**src/rtl/cpu_pipe_pkg.sv**
```systemverilog
// Shared types and constants for the CPU pipeline-stage registers.
// Stage occupancy encoding, per-stage default widths and the NOP instruction.
package cpu_pipe_pkg;

  typedef enum logic [1:0] {
    EMPTY = 2'd0,
    ONE   = 2'd1,
    TWO   = 2'd2
  } pstate_t;

  localparam int DEFAULT_WIDTH = 16;
  localparam int DEFAULT_CNT_W = 8;
  localparam int IFID_WIDTH    = 32;
  localparam int IDEX_WIDTH    = 32;
  localparam int EXMEM_WIDTH   = 32;
  localparam int MEMWB_WIDTH   = 32;

  // addi x0, x0, 0
  localparam logic [31:0] NOP_INSTR = 32'h0000_0013;

endpackage

```
**src/rtl/sat_counter.sv**
```systemverilog
// Saturating up-counter with synchronous clear; clear wins over increment.
// Shared by the pipeline perf/debug counters.
module sat_counter #(
  parameter int CNT_W = 8
) (
  input  logic             clk,
  input  logic             rst_n,
  input  logic             inc,
  input  logic             clr,
  output logic [CNT_W-1:0] cnt
);

  logic [CNT_W-1:0] cnt_q, cnt_d;

  always_comb begin
    cnt_d = cnt_q;
    if (clr)
      cnt_d = '0;
    else if (inc && (cnt_q != {CNT_W{1'b1}}))
      cnt_d = cnt_q + CNT_W'(1);
  end

  always_ff @(posedge clk or negedge rst_n) begin
    if (!rst_n)
      cnt_q <= '0;
    else
      cnt_q <= cnt_d;
  end

  assign cnt = cnt_q;

endmodule

```
**src/rtl/pipe_stage_buf.sv**
```systemverilog
// Generic valid/ready pipeline-stage register with flush-to-NOP and a stall counter.
// SKID=1 uses a two-entry skid buffer so in_ready does not depend on out_ready.
module pipe_stage_buf
  import cpu_pipe_pkg::*;
#(
  parameter int               WIDTH     = DEFAULT_WIDTH,
  parameter int               SKID      = 1,
  parameter logic [WIDTH-1:0] NOP_VALUE = '0,
  parameter int               CNT_W     = DEFAULT_CNT_W
) (
  input  logic             clk,
  input  logic             rst_n,
  input  logic             flush,
  input  logic             in_valid,
  input  logic [WIDTH-1:0] in_data,
  output logic             in_ready,
  output logic             out_valid,
  output logic [WIDTH-1:0] out_data,
  input  logic             out_ready,
  output logic [CNT_W-1:0] stall_cnt,
  input  logic             clr_cnt
);

  logic             ready_w;
  logic             valid_w;
  logic [WIDTH-1:0] data_w;
  logic             accept;
  logic             out_fire;

  // A flush cycle never takes the incoming payload, even when ready is shown.
  assign accept   = in_valid & ready_w & ~flush;
  assign out_fire = valid_w & out_ready;

  if (SKID != 0) begin : g_skid
    pstate_t          state_q, state_d;
    logic [WIDTH-1:0] main_q, main_d;
    logic [WIDTH-1:0] skid_q, skid_d;

    always_ff @(posedge clk or negedge rst_n) begin
      if (!rst_n) begin
        state_q <= EMPTY;
        main_q  <= NOP_VALUE;
        skid_q  <= NOP_VALUE;
      end else begin
        state_q <= state_d;
        main_q  <= main_d;
        skid_q  <= skid_d;
      end
    end

    always_comb begin
      state_d = state_q;
      main_d  = main_q;
      skid_d  = skid_q;
      if (flush) begin
        state_d = EMPTY;
        main_d  = NOP_VALUE;
        skid_d  = NOP_VALUE;
      end else begin
        unique case (state_q)
          EMPTY: begin
            if (accept) begin
              state_d = ONE;
              main_d  = in_data;
            end
          end
          ONE: begin
            if (accept && !out_fire) begin
              state_d = TWO;
              skid_d  = in_data;
            end else if (!accept && out_fire) begin
              state_d = EMPTY;
            end else if (accept && out_fire) begin
              main_d  = in_data;
            end
          end
          TWO: begin
            if (out_fire) begin
              state_d = ONE;
              main_d  = skid_q;
            end
          end
          default: state_d = EMPTY;
        endcase
      end
    end

    always_comb begin
      ready_w = (state_q != TWO);
      valid_w = (state_q != EMPTY);
      data_w  = main_q;
    end
  end else begin : g_single
    logic             full_q, full_d;
    logic [WIDTH-1:0] data_q, data_d;

    always_ff @(posedge clk or negedge rst_n) begin
      if (!rst_n) begin
        full_q <= 1'b0;
        data_q <= NOP_VALUE;
      end else begin
        full_q <= full_d;
        data_q <= data_d;
      end
    end

    // When full and draining, a new payload simply replaces the departing one.
    always_comb begin
      full_d = full_q;
      data_d = data_q;
      if (flush) begin
        full_d = 1'b0;
        data_d = NOP_VALUE;
      end else if (accept) begin
        full_d = 1'b1;
        data_d = in_data;
      end else if (out_fire) begin
        full_d = 1'b0;
      end
    end

    always_comb begin
      ready_w = ~full_q | out_ready;
      valid_w = full_q;
      data_w  = data_q;
    end
  end

  assign in_ready  = ready_w;
  assign out_valid = valid_w;
  assign out_data  = valid_w ? data_w : NOP_VALUE;

  sat_counter #(.CNT_W(CNT_W)) u_stall_cnt (
    .clk   (clk),
    .rst_n (rst_n),
    .inc   (valid_w & ~out_ready),
    .clr   (clr_cnt),
    .cnt   (stall_cnt)
  );

endmodule

```
**config.mk**
```make
export PLATFORM = sky130hd
export DESIGN_NAME = pipe_stage_buf
export DESIGN_NICKNAME = d
export VERILOG_FILES = /design/src/rtl/cpu_pipe_pkg.sv /design/src/rtl/sat_counter.sv /design/src/rtl/pipe_stage_buf.sv
export SDC_FILE = /design/constraint.sdc
export NUM_CORES = 1
export LEC_CHECK = 0
export ABC_CLOCK_PERIOD_IN_PS = 2600
export BUFFER_PORTS_ARGS = -buffer_cell sky130_fd_sc_hd__buf_2
export CAP_MARGIN = 40
export CORE_MARGIN = 3
export CORE_UTILIZATION = 42
export CTS_CLUSTER_SIZE = 40
export DETAILED_ROUTE_END_ITERATION = 6
export GPL_TIMING_DRIVEN = 0
export PLACE_DENSITY = 0.66
export SKIP_LAST_GASP = 1
export SLEW_MARGIN = 25
export SYNTH_ARGS = -nofsm -noshare
export SYNTH_HDL_FRONTEND = slang
export SYNTH_SLANG_ARGS = --single-unit
```
**constraint.sdc**
```tcl
create_clock -name clk -period 2.6 [get_ports clk]
set_clock_uncertainty 0.2 [all_clocks]
set_input_delay 0.39 -clock clk [delete_from_list [all_inputs] [get_ports clk]]
set_output_delay 0.39 -clock clk [all_outputs]
set_load 0.05 [all_outputs]
```
### Word-level counts from Yosys, hierarchy flattened

Cells that the tools add are included.

| word-level totals | value |
|---|---|
| ROM bits | 0 |
| output and inout port bits | 26 |
| register bits | 42 |
| memories | 0 |
| RAM bits | 0 |
| logic and storage cells | 55 |
| input bits | 22 |
| latch bits | 0 |

| cells by class | value |
|---|---|
| multipliers | 0 |
| shifts and indexed selects | 0 |
| add/subtract/negate cells | 1 |
| mux-type cells | 19 |
| equal/unequal tests | 10 |
| reductions and logical operators | 15 |
| divide/modulo/power cells | 0 |
| $lt $le $gt $ge | 0 |
| bitwise operators | 6 |

Operators by type and width:

| cell | number |
|---|---|
| $mux W16 | 10 |
| $pmux W16 S3 | 1 |
| $mux W8 | 2 |
| $ne A3 B3 Y1 const B | 5 |
| $mux W2 | 5 |
| $add A8 B1 Y8 const B | 1 |
| $ne A8 B8 Y1 const B | 1 |
| $reduce_bool A2 Y1 | 4 |
| $pmux W2 S3 | 1 |
| $reduce_and A6 Y1 | 1 |
| $and A1 B1 Y1 | 4 |
| $logic_and A1 B1 Y1 | 4 |
| $ne A4 B4 Y1 const B | 1 |
| $reduce_bool A4 Y1 | 1 |
| $reduce_and A3 Y1 | 1 |
| $eq A2 B1 Y1 const B | 1 |
| $eq A2 B2 Y1 const B | 1 |
| $logic_not A1 Y1 | 2 |
| $logic_not A2 Y1 | 1 |
| $ne A2 B2 Y1 const B | 1 |
| $not A1 Y1 | 2 |
| $reduce_and A2 Y1 | 1 |

### Longest topological paths before layout

Gate-level depths: netlist of the first run.

| logic depth | value |
|---|---|
| depth in word-level cells | 9 |
| depth in mapped cells | 8 |
| gate-level depth less buffers | 6 |

### Hierarchy

From an unflattened synthesis of the first run, not the netlist that was laid out.

| second synthesis, totals | value |
|---|---|
| cells, all modules | 217 |
| area total of the unflattened synthesis | 2,321.0 µm² |

Modules (own cells, without submodules):

| module | area an instance (µm²) | cells each | sequential area each (µm²) | times used |
|---|---|---|---|---|
| pipe_stage_buf | 1,856.8 | 168 | 850.8 | 1 |
| sat_counter | 464.2 | 49 | 200.2 | 1 |

### Worst setup path before layout of the first run

OpenSTA, ideal clock, no wires.

| timing | value |
|---|---|
| path type | register -> register |
| start point | register g_skid.state_q[0] |
| end point | register g_skid.main_q[10], in the netlist data_w[10] |
| path slack | 0.126 ns |
| data arrival time | 2.149 ns |
| required time | 2.275 ns |
| setup time | 0.125 ns |
| buffers on the path | 2 |
| period minus slack after synthesis | 2.474 ns |
| cell stages (with the launch flop) | 9 |
| cells stage by stage | dfrtp_1 > inv_1 > ha_1 > buf_2 > inv_1 > nand3_1 > a21oi_4 > buf_6 > mux2_2 |

| on the way | value |
|---|---|
| longest elaborated chain between the ends | 7 |
| elaborated cells on any way between the ends | 22 |
| classes of those cells | 8 x eq/ne; 2 x mux; 3 x bitwise; 9 x reduce/logical |

Ends and longest elaborated chain:

| item | RTL line | text |
|---|---|---|
| start: declaration | pipe_stage_buf.sv:35 | `pstate_t state_q, state_d;` |
| start signal: assignment | pipe_stage_buf.sv:45 | `state_q <= state_d;` |
| $ne A2 B2 Y1 (*) | pipe_stage_buf.sv:89 | `ready_w = (state_q != TWO);` |
| net in_ready | pipe_stage_buf.sv:16 | `output logic in_ready,` |
| $and A1 B1 Y1 (*) (2 in series) | pipe_stage_buf.sv:31 | `assign accept = in_valid & ready_w & ~flush;` |
| $logic_not A1 Y1 | pipe_stage_buf.sv:71 | `end else if (!accept && out_fire) begin` |
| $logic_and A1 B1 Y1 | pipe_stage_buf.sv:71 |  |
| $ne A3 B3 Y1 (no line) | -- |  |
| $reduce_and A6 Y1 (no line) (*) | -- |  |
| end signal: assignment | pipe_stage_buf.sv:46 | `main_q <= main_d;` |
| end: declaration | pipe_stage_buf.sv:36 | `logic [WIDTH-1:0] main_q, main_d;` |

The timed path passes the listed nets; every way through them passes the cells marked *.
A chain may end at the register's enable or synchronous reset.

### Worst setup path after layout of the first run

| timing | value |
|---|---|
| start point | register g_skid.state_q[0] |
| end point | output port out_data[11] |

| on the way | value |
|---|---|
| longest elaborated chain between the ends | 2 |

Ends and longest elaborated chain:

| item | RTL line | text |
|---|---|---|
| $reduce_bool A2 Y1 | pipe_stage_buf.sv:90 | `valid_w = (state_q != EMPTY);` |
| $mux W16 | pipe_stage_buf.sv:131 | `assign out_data = valid_w ? data_w : NOP_VALUE;` |
| end: declaration | pipe_stage_buf.sv:18 | `output logic [WIDTH-1:0] out_data,` |

Every way passes these cells.

==> results of run 1 <==
-- cell families after synthesis --
logic type	after synthesis
AND/OR/NAND/NOR	106
buffers and inverters	17
AO/OA/AOI/OAI	20
multiplexers	35
flip-flops	42
adder cells (fa/ha/maj)	5
XOR/XNOR	2
-- metrics by stage --
stage / instance area [sq um] / instances / hold slack (ns)
after floorplan: 2330 / 227 / -0.106
after global placement: 2650 / 342 / 0.282
after detailed placement: 2670 / 343 / 0.117
after CTS: 2790 / 351 / 0.0958
after global routing: 2800 / 351 / 0.0923
final: 2800 / 351 / 0.104
-- tightest hold or removal path: cells and delay by family --
| family | cells | cell delay [ns] |
|---|---|---|
| buffers and inverters | 1 | 0.09 |
| and+or+nand+nor | 2 | 0.09 |
-- power by group through the flow --
stage          sequential [mW]  clock [mW]  combinational, mW
2_1_floorplan            0.806           0              0.555
3_3_place_gp             0.804           0              0.704
3_5_place_dp             0.808           0              0.716
4_1_cts                  0.795       0.541              0.722
5_1_grt                  0.808       0.571              0.780
6_report                 0.794       0.532              0.719
-- area by class of cell --
class                   instances  area (sq um)  share of cell area [%]
multi-input cells             168          1190                    42.4
clock buffers                   6          82.6                    2.95
clock inverters                 1          30.0                    1.07
inverters                       4          15.0                   0.536
plain buffers                  13          87.6                    3.13
flip-flops and latches         42          1050                    37.6
well taps                      70          87.6                    3.13
repair buffers                 47           258                    9.21
-- layout by cell type, fill, tap and decap left out, types with 3 or more instances in the layout --
master	n
ha_1	4
nor2_1	25
clkbuf_1	3
nand3b_1	10
mux2_2	10
nand4_1	3
nor2b_1	16
dfrtp_1	42
nand2_1	33
buf_6	4
nand3_1	4
inv_1	4
mux2i_1	19
a21oi_1	10
mux2_4	6
clkbuf_8	6
buf_2	48
-- path summary, 6_finish.rpt --
kind	from	end
min reg2reg	data_w[10]	data_w[10]
max	g_skid.state_q[0]	out_data[11]
min	in_data[10]	g_skid.skid_q[10]
max in group asynchronous	rst_n	g_skid.skid_q[5]
max reg2reg	g_skid.state_q[0]	data_w[9]
min in group asynchronous	rst_n	u_stall_cnt.cnt[7]
-- state kept, by name, indices dropped and copies added (netlist names) --
signal           count
data_w              16
g_skid.skid_q       16
u_stall_cnt.cnt      8
g_skid.state_q       2
-- repair_timing --
action,4_1_cts,5_1_grt
pin swaps,0,0
resized for setup,2,5
hold buffers,1,0
hold endpoints to repair,13,0
buffers inserted,0,0
cloned,0,0
setup endpoints to repair,10,10
-- synthesized netlist by cell type --
cell type and instances:
a21oi_1 10, a21oi_4 1, a2bb2oi_1 1, a31oi_1 2
and3_1 1, and4_1 1, and4bb_2 2, buf_1 1
buf_2 3, buf_6 4, clkbuf_1 5, dfrtp_1 42
ha_1 5, inv_1 4, mux2_2 10, mux2_4 6
mux2i_1 19, nand2_1 33, nand2b_1 2, nand2b_4 1
nand3_1 4, nand3b_1 10, nand4_1 3, nor2_1 25
nor2b_1 16, nor2b_4 1, nor3_1 2, nor3b_1 1
nor4b_4 1, nor4bb_1 1, o211ai_1 1, o21a_1 1
o21ai_0 2, o21bai_1 1, o32ai_1 1, or3_1 1
or4b_4 1, xor2_1 2
-- layer usage --
layer	part of all wire [%]	routed length, microns
met4	0.73	34
met3	4.7	219
met2	43	2010
met5	0	0
met1	52	2420
==> metrics, run 1 <==
outcome=finished clean; post-synthesis mux area share=between 10% and 20%; Num Clock Sinks=42; post-synth top area cell=dfrtp_1; io pins=48; Min-Delay Path Depth=3; antenna violations before repair=0; post-DP HPWL=approximately 3500 microns; max-slew violations=0; depth of the worst register-to-register path=8; sequential area share after synthesis=a little under half; Clock Latency Late Sink=0.29 ns; Total GRT Usage=between 10% and 20%; Final Cycle Share=92.5%; RSZ-0062 raised after global routing=false; Final WS setup=between 0.15 and 0.2 ns; DR WL/cell=approximately 13 microns; Post-layout nets=roughly 310; first-pass GRT wire length=7890 microns; Post-Syn Instances=227; Mapped Area=0.00233 sq mm; final WL=between 4000 and 5000 microns; CP top delay family=buffers and inverters; total power=2.04 mW; Yosys reg bits=between 40 and 50; # diodes=0; combinational share of power=35.2%; total die area=0.00649 sq mm; critical path arrival=approximately 1.8 ns; pin count of the biggest net entering global routing=30; vias in the first global route=1604; Post-Synth Adder-Cell Area=under 10%; top post-synthesis cells by area=dfrtp_1 (45%), mux2i_1 (8.2%), nand2_1 (5.3%); Flop pwr share=between 30 and 40%; clk buf depth=2; fraction of layout cells with a size suffix above 1=30.6%; Int Power=1.34 mW; vias post-DR=1683; P_leak=approximately 1.4 nW; GPL Wtd Cong=0.841; Synth Warn #=0; sw power=roughly 0.71 mW; CP Max Fanout=10; total core area=roughly 0.0052 sq mm; fin crit period=2.41 ns; grt total ovfl=0; critical path's slowest cell=dfrtp_1; starting density of the core=44.6%; Area growth, synth to finish=19.9%; met1 usage=22.6%; max-cap viol count=0; ANT nets after route=0; power per cell area=730 mW/mm^2; CP max stage delay=roughly 0.42 ns; TritonCTS Buffers=5; HP Class=in2reg; Top Usage Layer GRT=met2; Filler Cell Count=approximately 500; Worst slew margin=63.3%; CTS root buf=clkbuf_8; H-tree depth reported by CTS=2; Vias/cell=between 4 and 5; Unique masters post-synth=38; critical path depth in cells=6; GR Util met2=23.4%; Hold Violations, Final=0; clock power share=between 20% and 30%; Startpoint Class=register; GR met3 Demand/Resource=4.26%; CTS tree=done; critical path endpoint category=primary output; XOR/XNOR share of the synthesized area=0.751%; 1st-pass router iterations=4; Required @ worst endpoint=2.01 ns; maximum VDD drop=0.264 mV; synthesized area per cell=10.3 sq um; Site Rows=26; WS Path Type=reg2out; Die Ht=80.5 microns; worst-path cell chain=inv_1 > ha_2 > buf_2 > clkbuf_4 > nor2b_1 > clkbuf_4; Initial DRC Count=76; FMAX=roughly 420 MHz; post-synth net total=254; TNS Setup=0 ns; Die W=80.5 microns; final setup violating endpoints=0; CP dominant cell by count=clkbuf_4; Compound-Gate Fraction of Synth Area=under 10%; Slew @ Worst Pin=0.550 ns; largest family of logic cells by synthesized area=simple AND/OR/NAND/NOR gates; post-layout utilization of the core=53.4%; R2R Setup Slk=slightly below 0.3 ns; I/O Buffers=45; Synth top area share=45.0%; Buf/Inv on CP=4; Sw Ratio=34.6%; simple-gate share of the synthesized area=25.0%; Place WS=0.0711 ns; DRC viols=0; clk slew on worst S/H paths=0.08 ns
No activity file was read; power rests on OpenSTA's default activity.
==> run 2: changes to the inputs <==
- PLACE_DENSITY: 0.66 -> unset
==> run 2 against run 1 <==
  * Clock power decreased by 5.3%
  * Flip-flop and latch count unchanged
  * Hold slack improved by 0.00084 ns
  * Combinational power about the same
  * Global-route usage decreased by 0.071 points
  * Power decreased by 1.4%
  * First-iteration DRC count is 13% lower
  * Core utilization about the same
  * Count of clock-buffer cells in the layout up 1
  * Maximum frequency down 1.3%
  * Die area unchanged
  * Cell count rose by 0.28%
  * Critical endpoint is now out_data[10]
  * Largest cell class unchanged
  * Largest power group unchanged
==> metrics, run 2 (synthesis gave the netlist of run 1 again) <==
outcome=finished clean (unchanged); Total GRT Usage=15.6% (was 15.7%); critical path arrival=1.85 ns (was 1.82 ns); antenna violations before repair=0 (unchanged); Worst slew margin=62.6% (was 63.3%); GPL Wtd Cong=0.768 (was 0.841); # diodes=0 (unchanged); CP Max Fanout=10 (unchanged); first-pass GRT wire length=7850 microns (was 7890 microns); max-slew violations=0 (unchanged); clk slew on worst S/H paths=0.08 ns (about the same); commonest non-fill, non-tap cells in the layout=buf_2 (47), dfrtp_1 (42), nand2_1 (33) (was buf_2 (48), dfrtp_1 (42), nand2_1 (33)); Die Ht=80.5 microns (unchanged); TritonCTS Buffers=5 (unchanged); Required @ worst endpoint=2.01 ns (about the same); critical path endpoint category=primary output (unchanged); P_leak=1.38 nW (about the same); DRC viols=0 (unchanged); WS Path Type=reg2out (unchanged); I/O Buffers=45 (unchanged); worst hold path endpoint=g_skid.skid_q[7] (was g_skid.skid_q[10]); R2R Path Start=g_skid.state_q[0] (unchanged); Num Clock Sinks=42 (unchanged); Worst Hold Launch=in_data[7] (was in_data[10]); starting density of the core=44.6% (unchanged); sequential cell area=0.00105 sq mm (unchanged); total die area=0.00649 sq mm (unchanged); TNS Setup=0 ns (unchanged); Clock Latency Late Sink=0.29 ns (about the same); footprint of the multi-input gates=0.00119 sq mm (unchanged); total core area=0.00524 sq mm (unchanged); CTS tree=done (unchanged); Post-layout nets=308 (unchanged); grt total ovfl=0 (unchanged); Filler Cell Count=518 (was 495); RSZ-0062 raised after global routing=false (unchanged); CP Launch Point=g_skid.state_q[0] (unchanged); Startpoint Class=register (unchanged); max-cap viol count=0 (unchanged); Initial DRC Count=66 (was 76); Site Rows=26 (unchanged); fraction of layout cells with a size suffix above 1=30.1% (was 30.6%); 1st-pass router iterations=4 (unchanged); post-DP HPWL=3540 microns (was 3500 microns); Slew @ Worst Pin=0.560 ns (was 0.550 ns); DR WL/cell=13.4 microns (was 13.3 microns); io pins=48 (unchanged); dpl cell area=0.00267 sq mm (about the same); Area growth, synth to finish=19.9% (about the same); final setup violating endpoints=0 (unchanged); reg2reg end=data_w[8] (was data_w[9]); HP Class=in2reg (unchanged); FMAX=410 MHz (was 416 MHz); Hold Violations, Final=0 (unchanged); H-tree depth reported by CTS=2 (unchanged); vias in the first global route=1670 (was 1604); Final Cycle Share=93.7% (was 92.5%); Min-Delay Path Depth=3 (unchanged); CTS root buf=clkbuf_8 (unchanged); R2R Setup Slk=0.34 ns (was 0.29 ns); maximum VDD drop=0.309 mV (was 0.264 mV); Vias/cell=4.80 (was 4.79); ANT nets after route=0 (unchanged); Die W=80.5 microns (unchanged); fin crit period=2.44 ns (was 2.41 ns); power per cell area=720 mW/mm^2 (was 730 mW/mm^2); clk buf depth=2 (unchanged); final WL=4710 microns (was 4680 microns); commonest non-fill, non-tap cell in the layout=buf_2 (unchanged); vias post-DR=1689 (was 1683); final instance area=0.00280 sq mm (about the same); pin count of the biggest net entering global routing=23 (was 30); depth of the worst register-to-register path=8 (unchanged)
[run 2: changes by cell type in the layout (fill, tap and decap cells not counted), sizes merged]
cell / delta
clkbuf: +2
buf: -1
[run 2: stage by stage]
step	hold WS, ns	utilization [%]	power (mW)	worst slack (ns)	cells
after CTS	0.0941	53.3	2.04	0.0437	352
final	0.105	53.4	2.02	0.163	352
after global routing	0.0932	53.4	2.13	0.00563	352
after floorplan	-0.106	-	1.36	0.126	227
after detailed placement	0.205	51.1	1.53	0.0944	343
after global placement	0.282	50.5	1.51	0.111	342
[run 2: report_power, final]
| group | switching [mW] | leakage (nW) | internal (mW) |
|---|---|---|---|
| registers | 0.0480 | 0.566 | 0.744 |
| clock network | 0.217 | 0.0524 | 0.287 |
| logic | 0.435 | 0.764 | 0.284 |
| total | 0.700 | 1.38 | 1.32 |
[run 2: critical path, cell delays in order (launching register included)]
cell and delay (ns):
dfrtp_1 0.41, inv_1 0.08, ha_2 0.23, clkbuf_2 0.19, clkbuf_2 0.22, nor2b_1 0.15
buf_2 0.28
[run 2: layout make-up]
class	instances	area share, %
repair buffers	47	9.48
well taps	70	3.13
flip-flops and latches	42	37.6
clock buffers	7	2.73
multi-input cells	168	42.4
clock inverters	1	1.07
plain buffers	13	3.04
inverters	4	0.537
[run 2: timing repair]
item | CTS | global route
pin swaps | 0 | 0
endpoints found under the hold margin | 21 | 0
endpoints found under the setup margin | 10 | 10
cloned | 0 | 0
resized for setup | 2 | 2
setup buffers | 0 | 0
hold buffers | 1 | 0
[run 2: worst max-delay path by stage]
stage              endpoint  slack [ns]  cells past startpoint
2_1_floorplan    data_w[10]        0.13                      8
3_3_place_gp   out_data[10]        0.11                      6
3_5_place_dp   out_data[10]        0.09                      6
4_1_cts        out_data[10]        0.04                      6
5_1_grt        out_data[12]       0.006                      6
6_report       out_data[10]        0.16                      6
[run 2: metal layers]
layer | GRT usage (%) | up-vias | part of all wire [%]
met4 | 5.57 | 0 | 1.1
met2 | 22.5 | 35 | 42
li1 | - | 879 | -
met1 | 23.1 | 770 | 52
met5 | 0 | - | 0
met3 | 3.03 | 5 | 4.0
==> run 3: changes to the inputs <==
- SETUP_SLACK_MARGIN: unset -> 0.5
==> run 3 against run 2 <==
  * Global-route usage up 2.3 points
  * Clock power up 4.8%
  * Register-to-register slack better by 0.12 ns
  * Via count up 8.2%
  * Sequential share of layout area down 6.7 points
  * Cell count up 5.4%
  * Count of clock-buffer cells in the layout down 2
  * Power up 22%
  * Critical path depth unchanged
  * Highest routed layer unchanged
==> metrics, run 3 (synthesis gave the netlist of run 1 again) <==
power per cell area=725 mW/mm^2 (was 720 mW/mm^2); Site Rows=26 (unchanged); CP Max Fanout=7 (was 10); Hold Violations, Final=0 (unchanged); outcome=finished clean (unchanged); first-pass GRT wire length=8890 microns (was 7850 microns); Post-layout nets=327 (was 308); Startpoint Class=register (unchanged); Worst slew margin=64.9% (was 62.6%); critical path's slowest cell=dfrtp_1 (unchanged); post-layout utilization of the core=64.9% (was 53.4%); Die W=80.5 microns (unchanged); R2R Setup Slk=0.46 ns (was 0.34 ns); CP max stage delay=0.40 ns (was 0.41 ns); fraction of layout cells with a size suffix above 1=45.2% (was 30.1%); RSZ-0062 raised after global routing=true (was false); CP top delay family=buffers and inverters (unchanged); vias in the first global route=1736 (was 1670); max-cap viol count=0 (unchanged); hold slack=0.0937 ns (was 0.105 ns); Vias/cell=4.93 (was 4.80); CTS tree=done (unchanged); Die Ht=80.5 microns (unchanged); commonest non-fill, non-tap cell in the layout=dfrtp_1 (was buf_2); total core area=0.00524 sq mm (unchanged); pin count of the biggest net entering global routing=25 (was 23); TritonCTS Buffers=5 (unchanged); critical path arrival=1.57 ns (was 1.85 ns); DR WL/cell=15.0 microns (was 13.4 microns); DRC viols=0 (unchanged); starting density of the core=44.6% (unchanged); CP dominant cell by count=clkbuf_16 (was clkbuf_2); FMAX=464 MHz (was 410 MHz); 1st-pass router iterations=4 (unchanged); max-slew violations=0 (unchanged); P_leak=1.62 nW (was 1.38 nW); # diodes=0 (unchanged); grt total ovfl=0 (unchanged); Initial DRC Count=65 (was 66); Final Cycle Share=83.0% (was 93.7%); CTS root buf=clkbuf_8 (unchanged); final WL=5570 microns (was 4710 microns); total die area=0.00649 sq mm (unchanged); Clock Latency Late Sink=0.30 ns (was 0.29 ns); io pins=48 (unchanged); clk buf depth=2 (unchanged); H-tree depth reported by CTS=2 (unchanged); final setup violating endpoints=0 (unchanged); TNS Setup=0 ns (unchanged); ANT nets after route=0 (unchanged); vias post-DR=1828 (was 1689); I/O Buffers=45 (unchanged); Total GRT Usage=17.9% (was 15.6%); Slew @ Worst Pin=0.526 ns (was 0.560 ns); Area growth, synth to finish=45.7% (was 19.9%); clk slew on worst S/H paths=0.09 ns (was 0.08 ns); critical path endpoint category=primary output (unchanged); fin crit period=2.16 ns (was 2.44 ns); maximum VDD drop=0.309 mV (about the same); Buf/Inv on CP=4 (unchanged); commonest non-fill, non-tap cells in the layout=dfrtp_1 (42), nand2_1 (29), buf_2 (28) (was buf_2 (47), dfrtp_1 (42), nand2_1 (33)); WS Path Type=reg2out (unchanged); Num Clock Sinks=42 (unchanged); Required @ worst endpoint=2.01 ns (about the same); post-DP HPWL=3620 microns (was 3540 microns); Filler Cell Count=412 (was 518); HP Class=in2reg (unchanged); worst-path cell chain=inv_2 > ha_4 > clkbuf_16 > clkbuf_16 > nor2b_4 > buf_6 (was inv_1 > ha_2 > clkbuf_2 > clkbuf_2 > nor2b_1 > buf_2); antenna violations before repair=0 (unchanged); GPL Wtd Cong=0.792 (was 0.768)
[run 3: cell count changes in the layout (fill, tap and decap cells not counted), moves of 5 or more]
cell / previous run / this run
a21oi_1: 10 / 5
mux2_2: 10 / 2
mux2_4: 6 / 14
buf_4: 0 / 13
nor2b_4: 1 / 10
nor2b_1: 16 / 5
buf_6: 4 / 21
buf_2: 47 / 28
clkbuf_16: 0 / 5
[run 3: cell type report]
class	instances	area, sq um	area share (%)
multi-input combinational	168	1400	41.1
sequential	42	1050	30.9
timing repair buffer	66	586	17.2
buffer	13	145	4.27
tap	70	87.6	2.58
clock buffer	5	68.8	2.02
clock inverter	3	43.8	1.29
inverter	4	22.5	0.662
[run 3: final timing paths]
path	start	endpoint	cells after the start
setup / recovery	g_skid.state_q[0]	out_data[13]	6
hold / removal	in_data[8]	g_skid.skid_q[8]	3
setup reg to reg	g_skid.state_q[0]	data_w[13]	8
hold reg to reg	g_skid.skid_q[3]	g_skid.skid_q[3]	2
max in group asynchronous	rst_n	g_skid.skid_q[0]	3
min in group asynchronous	rst_n	u_stall_cnt.cnt[6]	2
[run 3: tightest hold or removal path, stage by stage]
cell and delay, ns:
buf_2 0.08, nand2_1 0.04, nand2_1 0.05
[run 3: per-layer routing]
metal / GRT usage [%] / wire [microns] / vias up
met4: 5.57 / 70 / 0
met5: 0 / 0 / -
met2: 25.8 / 2550 / 34
met3: 3.92 / 239 / 5
met1: 26.5 / 2710 / 869
li1: - / - / 920
[run 3: repair_timing]
item / CTS / global route
setup buffers: 7 / 8
hold buffers: 1 / 0
cloned: 2 / 2
pin swaps: 2 / 25
resized for setup: 46 / 48
endpoints found under the hold margin: 18 / 0
endpoints found under the setup margin: 47 / 51
[run 3: where the power goes]
group	internal [mW]	total (mW)	switching, mW
sequential	0.745	0.802	0.0570
clock	0.288	0.528	0.240
combinational	0.579	1.13	0.556
total	1.61	2.46	0.853
[run 3: per-stage QoR]
| step | power (mW) | cell area [sq um] | worst slack [ns] | instances |
|---|---|---|---|---|
| 6_report | 2.46 | 3400 | 0.443 | 371 |
| 3_5_place_dp | 1.56 | 2710 | 0.257 | 343 |
| 3_3_place_gp | 1.55 | 2690 | 0.265 | 342 |
| 5_1_grt | 2.59 | 3400 | 0.360 | 371 |
| 4_1_cts | 2.33 | 3120 | 0.448 | 361 |
| 2_1_floorplan | 1.39 | 2380 | 0.380 | 227 |
